===== config.mk =====
export PLATFORM = sky130hd
export DESIGN_NAME = spi_bus_arbiter_flat
export DESIGN_NICKNAME = d
export VERILOG_FILES = /design/src/rtl/spi_bus_arbiter_if.sv /design/src/rtl/spi_bus_arbiter.sv /design/src/flat_wrapper.sv
export SDC_FILE = /design/constraint.sdc
export NUM_CORES = 1
export LEC_CHECK = 0
export BUFFER_PORTS_ARGS = -buffer_cell sky130_fd_sc_hd__clkbuf_2
export CAP_MARGIN = 20
export CORE_ASPECT_RATIO = 0.6
export CORE_MARGIN = 2
export CORE_UTILIZATION = 53
export DETAILED_ROUTE_END_ITERATION = 10
export MAX_ROUTING_LAYER = met4
export PLACE_DENSITY = 0.9
export SYNTH_ARGS = -nofsm -noshare
export SYNTH_HDL_FRONTEND = slang
export SYNTH_SLANG_ARGS = --single-unit

===== constraint.sdc =====
create_clock -name clk -period 3.1 [get_ports clk]
set_clock_uncertainty 0.1 [all_clocks]
set_input_delay 0 -clock clk [delete_from_list [all_inputs] [get_ports clk]]
set_output_delay 0 -clock clk [all_outputs]
set_load 0.05 [all_outputs]

===== src/rtl/spi_bus_arbiter_if.sv =====
// Requester-side snd/cmd/done/resp pairs, the SPI monarch handshake and status flags.
// The slave modport is the arbiter; the master modport is whatever drives requests and models the monarch.
interface spi_bus_arbiter_if;
    logic        snd0;
    logic [15:0] cmd0;
    logic        done0;
    logic [7:0]  resp0;
    logic        snd1;
    logic [15:0] cmd1;
    logic        done1;
    logic [7:0]  resp1;
    logic        mn_snd;
    logic [15:0] mn_cmd;
    logic        mn_done;
    logic [7:0]  mn_resp;
    logic [1:0]  gnt;
    logic [1:0]  ovr_err;
    logic        tmo_err;

    modport slave (
        input  snd0, cmd0, snd1, cmd1, mn_done, mn_resp,
        output done0, resp0, done1, resp1, mn_snd, mn_cmd, gnt, ovr_err, tmo_err
    );

    modport master (
        output snd0, cmd0, snd1, cmd1, mn_done, mn_resp,
        input  done0, resp0, done1, resp1, mn_snd, mn_cmd, gnt, ovr_err, tmo_err
    );
endinterface


===== src/rtl/spi_bus_arbiter.sv =====
// Round-robin arbiter sharing one SPI monarch between two requesters; snd->mn_snd 2 clks, done edge->doneX 2 clks.
// No backpressure: one request is queued per port, a second snd while queued is dropped and flagged in ovr_err.
module spi_bus_arbiter #(
    parameter int TMO_CYC = 1024
) (
    input  logic            clk,
    input  logic            rst,
    spi_bus_arbiter_if.slave bus
);
    localparam int WD_W = $clog2(TMO_CYC);

    typedef enum logic [1:0] {IDLE, ISSUE, XFER, RETIRE} state_t;

    state_t          state, state_nxt;
    logic            pend0, pend1;
    logic [15:0]     cmd0_q, cmd1_q;
    logic            rr, own, done_q;
    logic [WD_W-1:0] wd;
    logic            load, sel, complete, timeout, retire;

    logic            mn_snd_q, done0_q, done1_q, tmo_q;
    logic [15:0]     mn_cmd_q;
    logic [7:0]      resp0_q, resp1_q;
    logic [1:0]      gnt_q, ovr_q;

    always_ff @(posedge clk or posedge rst) begin
        if (rst) state <= IDLE;
        else     state <= state_nxt;
    end

    always_comb begin
        state_nxt = state;
        load      = 1'b0;
        sel       = own;
        complete  = 1'b0;
        timeout   = 1'b0;
        retire    = 1'b0;
        case (state)
            IDLE: begin
                if (pend0 || pend1) begin
                    load      = 1'b1;
                    sel       = (pend0 && pend1) ? rr : pend1;
                    state_nxt = ISSUE;
                end
            end
            ISSUE: state_nxt = XFER;
            XFER: begin
                // Only a fresh rising edge completes; a done level left over from the last transfer is ignored.
                if (bus.mn_done && !done_q) begin
                    complete  = 1'b1;
                    state_nxt = RETIRE;
                end else if (wd == WD_W'(TMO_CYC - 1)) begin
                    timeout   = 1'b1;
                    state_nxt = RETIRE;
                end
            end
            RETIRE: begin
                retire    = 1'b1;
                state_nxt = IDLE;
            end
            default: state_nxt = IDLE;
        endcase
    end

    // Request capture: a snd while the port already has a queued request keeps the older command.
    always_ff @(posedge clk or posedge rst) begin
        if (rst) begin
            pend0  <= 1'b0;
            pend1  <= 1'b0;
            cmd0_q <= '0;
            cmd1_q <= '0;
            ovr_q  <= 2'b00;
        end else begin
            pend0 <= (pend0 && !(load && !sel)) || (bus.snd0 && !pend0);
            pend1 <= (pend1 && !(load && sel))  || (bus.snd1 && !pend1);
            if (bus.snd0 && !pend0) cmd0_q <= bus.cmd0;
            if (bus.snd1 && !pend1) cmd1_q <= bus.cmd1;
            if (bus.snd0 && pend0)  ovr_q[0] <= 1'b1;
            if (bus.snd1 && pend1)  ovr_q[1] <= 1'b1;
        end
    end

    always_ff @(posedge clk or posedge rst) begin
        if (rst) begin
            rr       <= 1'b0;
            own      <= 1'b0;
            done_q   <= 1'b0;
            wd       <= '0;
            mn_snd_q <= 1'b0;
            mn_cmd_q <= '0;
            gnt_q    <= 2'b00;
            done0_q  <= 1'b0;
            done1_q  <= 1'b0;
            resp0_q  <= '0;
            resp1_q  <= '0;
            tmo_q    <= 1'b0;
        end else begin
            done_q   <= bus.mn_done;
            mn_snd_q <= load;
            done0_q  <= retire && !own;
            done1_q  <= retire && own;
            if (load) begin
                own      <= sel;
                mn_cmd_q <= sel ? cmd1_q : cmd0_q;
                gnt_q    <= sel ? 2'b10 : 2'b01;
            end
            if (state == ISSUE)     wd <= '0;
            else if (state == XFER) wd <= wd + 1'b1;
            if (complete) begin
                if (own) resp1_q <= bus.mn_resp;
                else     resp0_q <= bus.mn_resp;
            end
            if (timeout) begin
                if (own) resp1_q <= 8'hFF;
                else     resp0_q <= 8'hFF;
                tmo_q <= 1'b1;
            end
            if (retire) begin
                rr    <= !own;
                gnt_q <= 2'b00;
            end
        end
    end

    assign bus.mn_snd  = mn_snd_q;
    assign bus.mn_cmd  = mn_cmd_q;
    assign bus.gnt     = gnt_q;
    assign bus.done0   = done0_q;
    assign bus.done1   = done1_q;
    assign bus.resp0   = resp0_q;
    assign bus.resp1   = resp1_q;
    assign bus.ovr_err = ovr_q;
    assign bus.tmo_err = tmo_q;
endmodule


===== src/flat_wrapper.sv =====
// flat-port wrapper written by rule: the top's interface ports become plain ports
module spi_bus_arbiter_flat 
#(
    parameter int TMO_CYC = 1024
)
  (clk, rst, bus_snd0, bus_cmd0, bus_snd1, bus_cmd1, bus_mn_done, bus_mn_resp, bus_done0, bus_resp0, bus_done1, bus_resp1, bus_mn_snd, bus_mn_cmd, bus_gnt, bus_ovr_err, bus_tmo_err);
  spi_bus_arbiter_if bus_i ();
  input  logic clk;
  input  logic rst;
  input wire logic [$bits(bus_i.snd0)-1:0] bus_snd0;
  input wire logic [$bits(bus_i.cmd0)-1:0] bus_cmd0;
  input wire logic [$bits(bus_i.snd1)-1:0] bus_snd1;
  input wire logic [$bits(bus_i.cmd1)-1:0] bus_cmd1;
  input wire logic [$bits(bus_i.mn_done)-1:0] bus_mn_done;
  input wire logic [$bits(bus_i.mn_resp)-1:0] bus_mn_resp;
  output wire logic [$bits(bus_i.done0)-1:0] bus_done0;
  output wire logic [$bits(bus_i.resp0)-1:0] bus_resp0;
  output wire logic [$bits(bus_i.done1)-1:0] bus_done1;
  output wire logic [$bits(bus_i.resp1)-1:0] bus_resp1;
  output wire logic [$bits(bus_i.mn_snd)-1:0] bus_mn_snd;
  output wire logic [$bits(bus_i.mn_cmd)-1:0] bus_mn_cmd;
  output wire logic [$bits(bus_i.gnt)-1:0] bus_gnt;
  output wire logic [$bits(bus_i.ovr_err)-1:0] bus_ovr_err;
  output wire logic [$bits(bus_i.tmo_err)-1:0] bus_tmo_err;
  assign bus_i.snd0 = bus_snd0;
  assign bus_i.cmd0 = bus_cmd0;
  assign bus_i.snd1 = bus_snd1;
  assign bus_i.cmd1 = bus_cmd1;
  assign bus_i.mn_done = bus_mn_done;
  assign bus_i.mn_resp = bus_mn_resp;
  assign bus_done0 = bus_i.done0;
  assign bus_resp0 = bus_i.resp0;
  assign bus_done1 = bus_i.done1;
  assign bus_resp1 = bus_i.resp1;
  assign bus_mn_snd = bus_i.mn_snd;
  assign bus_mn_cmd = bus_i.mn_cmd;
  assign bus_gnt = bus_i.gnt;
  assign bus_ovr_err = bus_i.ovr_err;
  assign bus_tmo_err = bus_i.tmo_err;
  spi_bus_arbiter #(.TMO_CYC(TMO_CYC)) u_core (.clk(clk), .rst(rst), .bus(bus_i));
endmodule

==> out/qor.csv <==
metric,value,unit
slew_headroom,36.81,%
grt_overflow,0,
setup_violations,0,
dp_hpwl,5585,um
critPathMaxStageDelay,710,ps
power_density,1107,nW/um2
cp_slowest_cell,a21oi_2,
hold_viol,0,
ys_seq_area_share,61.15,%
grtUsageTotal,24.56,%
leakage,0.002492,uW
post-place-cells,444,
cts_made_buffers,9,
drt_iter0_markers,333,
cp-end-kind,flop,
synth.net_count,333,
fmax,468.6,MHz
ant_nets,0,
viasPerCell,5.497,
grt_max_degree,41,
startpoint_type,flop,
syn_area_per_cell,12.87,um2
multiInputGateArea,1257,um2
die_h,68.22,um
start_util,54.55,%
final_cells,503,
rr_worst_depth,6,
antennaDiodeCount,0,
grt_first_pass_wirelength,13610,um
worst_pin_slew,947.8,ps
num_rows,23,
place.gp.congestion,0.7991,
cts_root_buffer,clkbuf_16,
io_pins,85,
insertion_delay,340,ps
fill_cells,426,
period_share,68.83,%
netlist_instances,283,
fin_area,4881,um2
drive_above_1_share,32.93,%
path_clk_slew,60,ps
syn_area,3642,um2
ys_seq_elements,89,
dr_total_vias,2765,
wl_per_cell,16.82,um
drv_slew,0,
critPathArrivalTime,2310,ps
fin_crit,2134,ps
ys_warn_count,0,
dieWidth,111.0,um
antenna_found_initial,0,
first_global_vias,2733,
numPortBuffers,84,
whs,186.5,ps
coreArea,6676,um2
cts_tree,built,
routed_wl,8459,um
clkSinkCount,89,
h-tree-depth,3,
drc,0,
dieArea,7573,um2
firstDrtPassIters,7,
path_common_cell,inv_1,
ff_latch_area,2227,um2
vdd_drop_max,0.6622,mV
r2r_setup_slack,970,ps
worstPathCellList,"inv_1, ha_1, nand2_1, a21oi_2, a222oi_1, inv_1",
setup_tns,0,ps
critPathKind,flop to flop,
dpl_cell_area,4120,um2
critPathMaxFanout,19,
fin_total_pwr,5402,uW
cts.path.max_buffers,2,
reg2reg_from,u_core.state[1],
area_delta_synth_final,34.01,%
path_buf_inv,2,
maxCapViolCount,0,
ys_types,36,
r2r_end,u_core.bus.mn_cmd[7],
status,finished clean,
hold_class,primary input to async pin,
cp_top_family,compound AO/OA/AOI/OAI gates,
finalNetCount,462,
rsz0062_at_grt,false,
critPathRequiredTime,3280,ps
## sequential cells by signal, summed over array words and instances (netlist names), 2 cells and up, named ones only
signal	count
u_core.bus.gnt	2
u_core.bus.mn_cmd	16
u_core.bus.ovr_err	2
u_core.bus.resp0	8
u_core.cmd0_q	16
u_core.cmd1_q	16
u_core.state	2
u_core.wd	10
## per-stage QoR
step / setup WS (ps) / utilization, %
after floorplan: 693.1 / -
after global placement: 1124 / 61.71
after detailed placement: 1006 / 61.71
after CTS: 976.8 / 73.11
after global routing: 779.1 / 73.11
final: 966.1 / 73.11
## power breakdown
part	switching, uW	total (uW)	internal (uW)
Combinational	1480	2220	744
Sequential	348	2020	1670
Clock	436	1160	726
## final cells by class
cell class                      count  share of cell area [%]
Tap cell                           87                   2.230
Multi-Input combinational cell    159                   25.76
Timing Repair Buffer              131                   18.10
Clock inverter                      4                   1.589
Inverter                           22                   1.718
Clock buffer                       11                   4.973
Sequential cell                    89                   45.63
## what timing repair did
action                     in CTS  in global routing
hold endpoints to repair       90                  0
gates resized for setup         0                  0
buffers inserted                0                  0
setup endpoints to repair       0                  0
hold buffers                   44                  0
## layout by cell type, fill, tap and decap left out, types with 3 or more instances in the layout
master	count
mux2i_1	16
and2_1	4
clkbuf_16	9
o21ai_0	6
dlygate4sd3_1	44
mux2_1	6
nand3_1	5
nand2_1	25
nor2_1	12
a21oi_1	3
a21o_1	5
clkbuf_2	84
xor2_1	5
inv_1	21
dfrtp_1	89
nor2b_1	3
ha_1	5
a222oi_1	16
and3_1	3
buf_4	3
mux2_2	28
## worst max path at each step
stage / to / slack (ps) / start / depth (start not counted)
5_1_grt: u_core.bus.mn_cmd[7] / 780 / u_core.state[1] / 6
6_report: u_core.bus.mn_cmd[7] / 970 / u_core.state[1] / 6
3_5_place_dp: u_core.bus.mn_cmd[7] / 1010 / u_core.state[0] / 6
4_1_cts: u_core.bus.mn_cmd[7] / 980 / u_core.state[0] / 6
2_1_floorplan: async pin / 690 / rst / 1
3_3_place_gp: u_core.bus.mn_cmd[3] / 1120 / u_core.state[0] / 6
## per-layer routing
metal  GRT usage [%]  vias to the layer above  wire length (um)
met1           32.04                     1383              3867
li1                -                     1263                 -
met2           37.50                      103              3925
met4           9.414                        0               119
met5               -                        -                 0
met3           6.997                       16               548
## logic make-up after synthesis
group,share of synthesized area [%]
flops,61.15
simple gates,8.898
mux,14.91
buf+inv,4.534
compound gates,7.592
xor+xnor,1.202
fa+ha+maj,1.718
## Yosys cell counts, drive strengths merged
library cell | count | area [um2]
dfrtp | 89 | 2227
mux2 | 34 | 382.9
nand2 | 26 | 100.1
inv | 22 | 82.58
a222oi | 16 | 160.2
mux2i | 16 | 160.2
nor2 | 12 | 45.04
buf | 10 | 70.06
o21ai | 7 | 38.79
a21o | 5 | 37.54
and3 | 5 | 37.54
ha | 5 | 62.56
nand3 | 5 | 25.02
xor2 | 5 | 43.79
a21oi | 4 | 23.77
and2 | 4 | 25.02
nor2b | 4 | 25.02
clkbuf | 3 | 12.51
and4 | 2 | 17.52
nand4 | 2 | 12.51
a22oi | 1 | 7.510
nand2b | 1 | 6.260
nand3b | 1 | 7.510
nand4b | 1 | 8.760
nor3b | 1 | 7.510
o22a | 1 | 8.760
or3 | 1 | 6.260
## tightest hold or removal path: cells and delay by family
family	cells	cell delay, ps
buffers and inverters	3	1100
No activity file was read; power rests on OpenSTA's default activity.
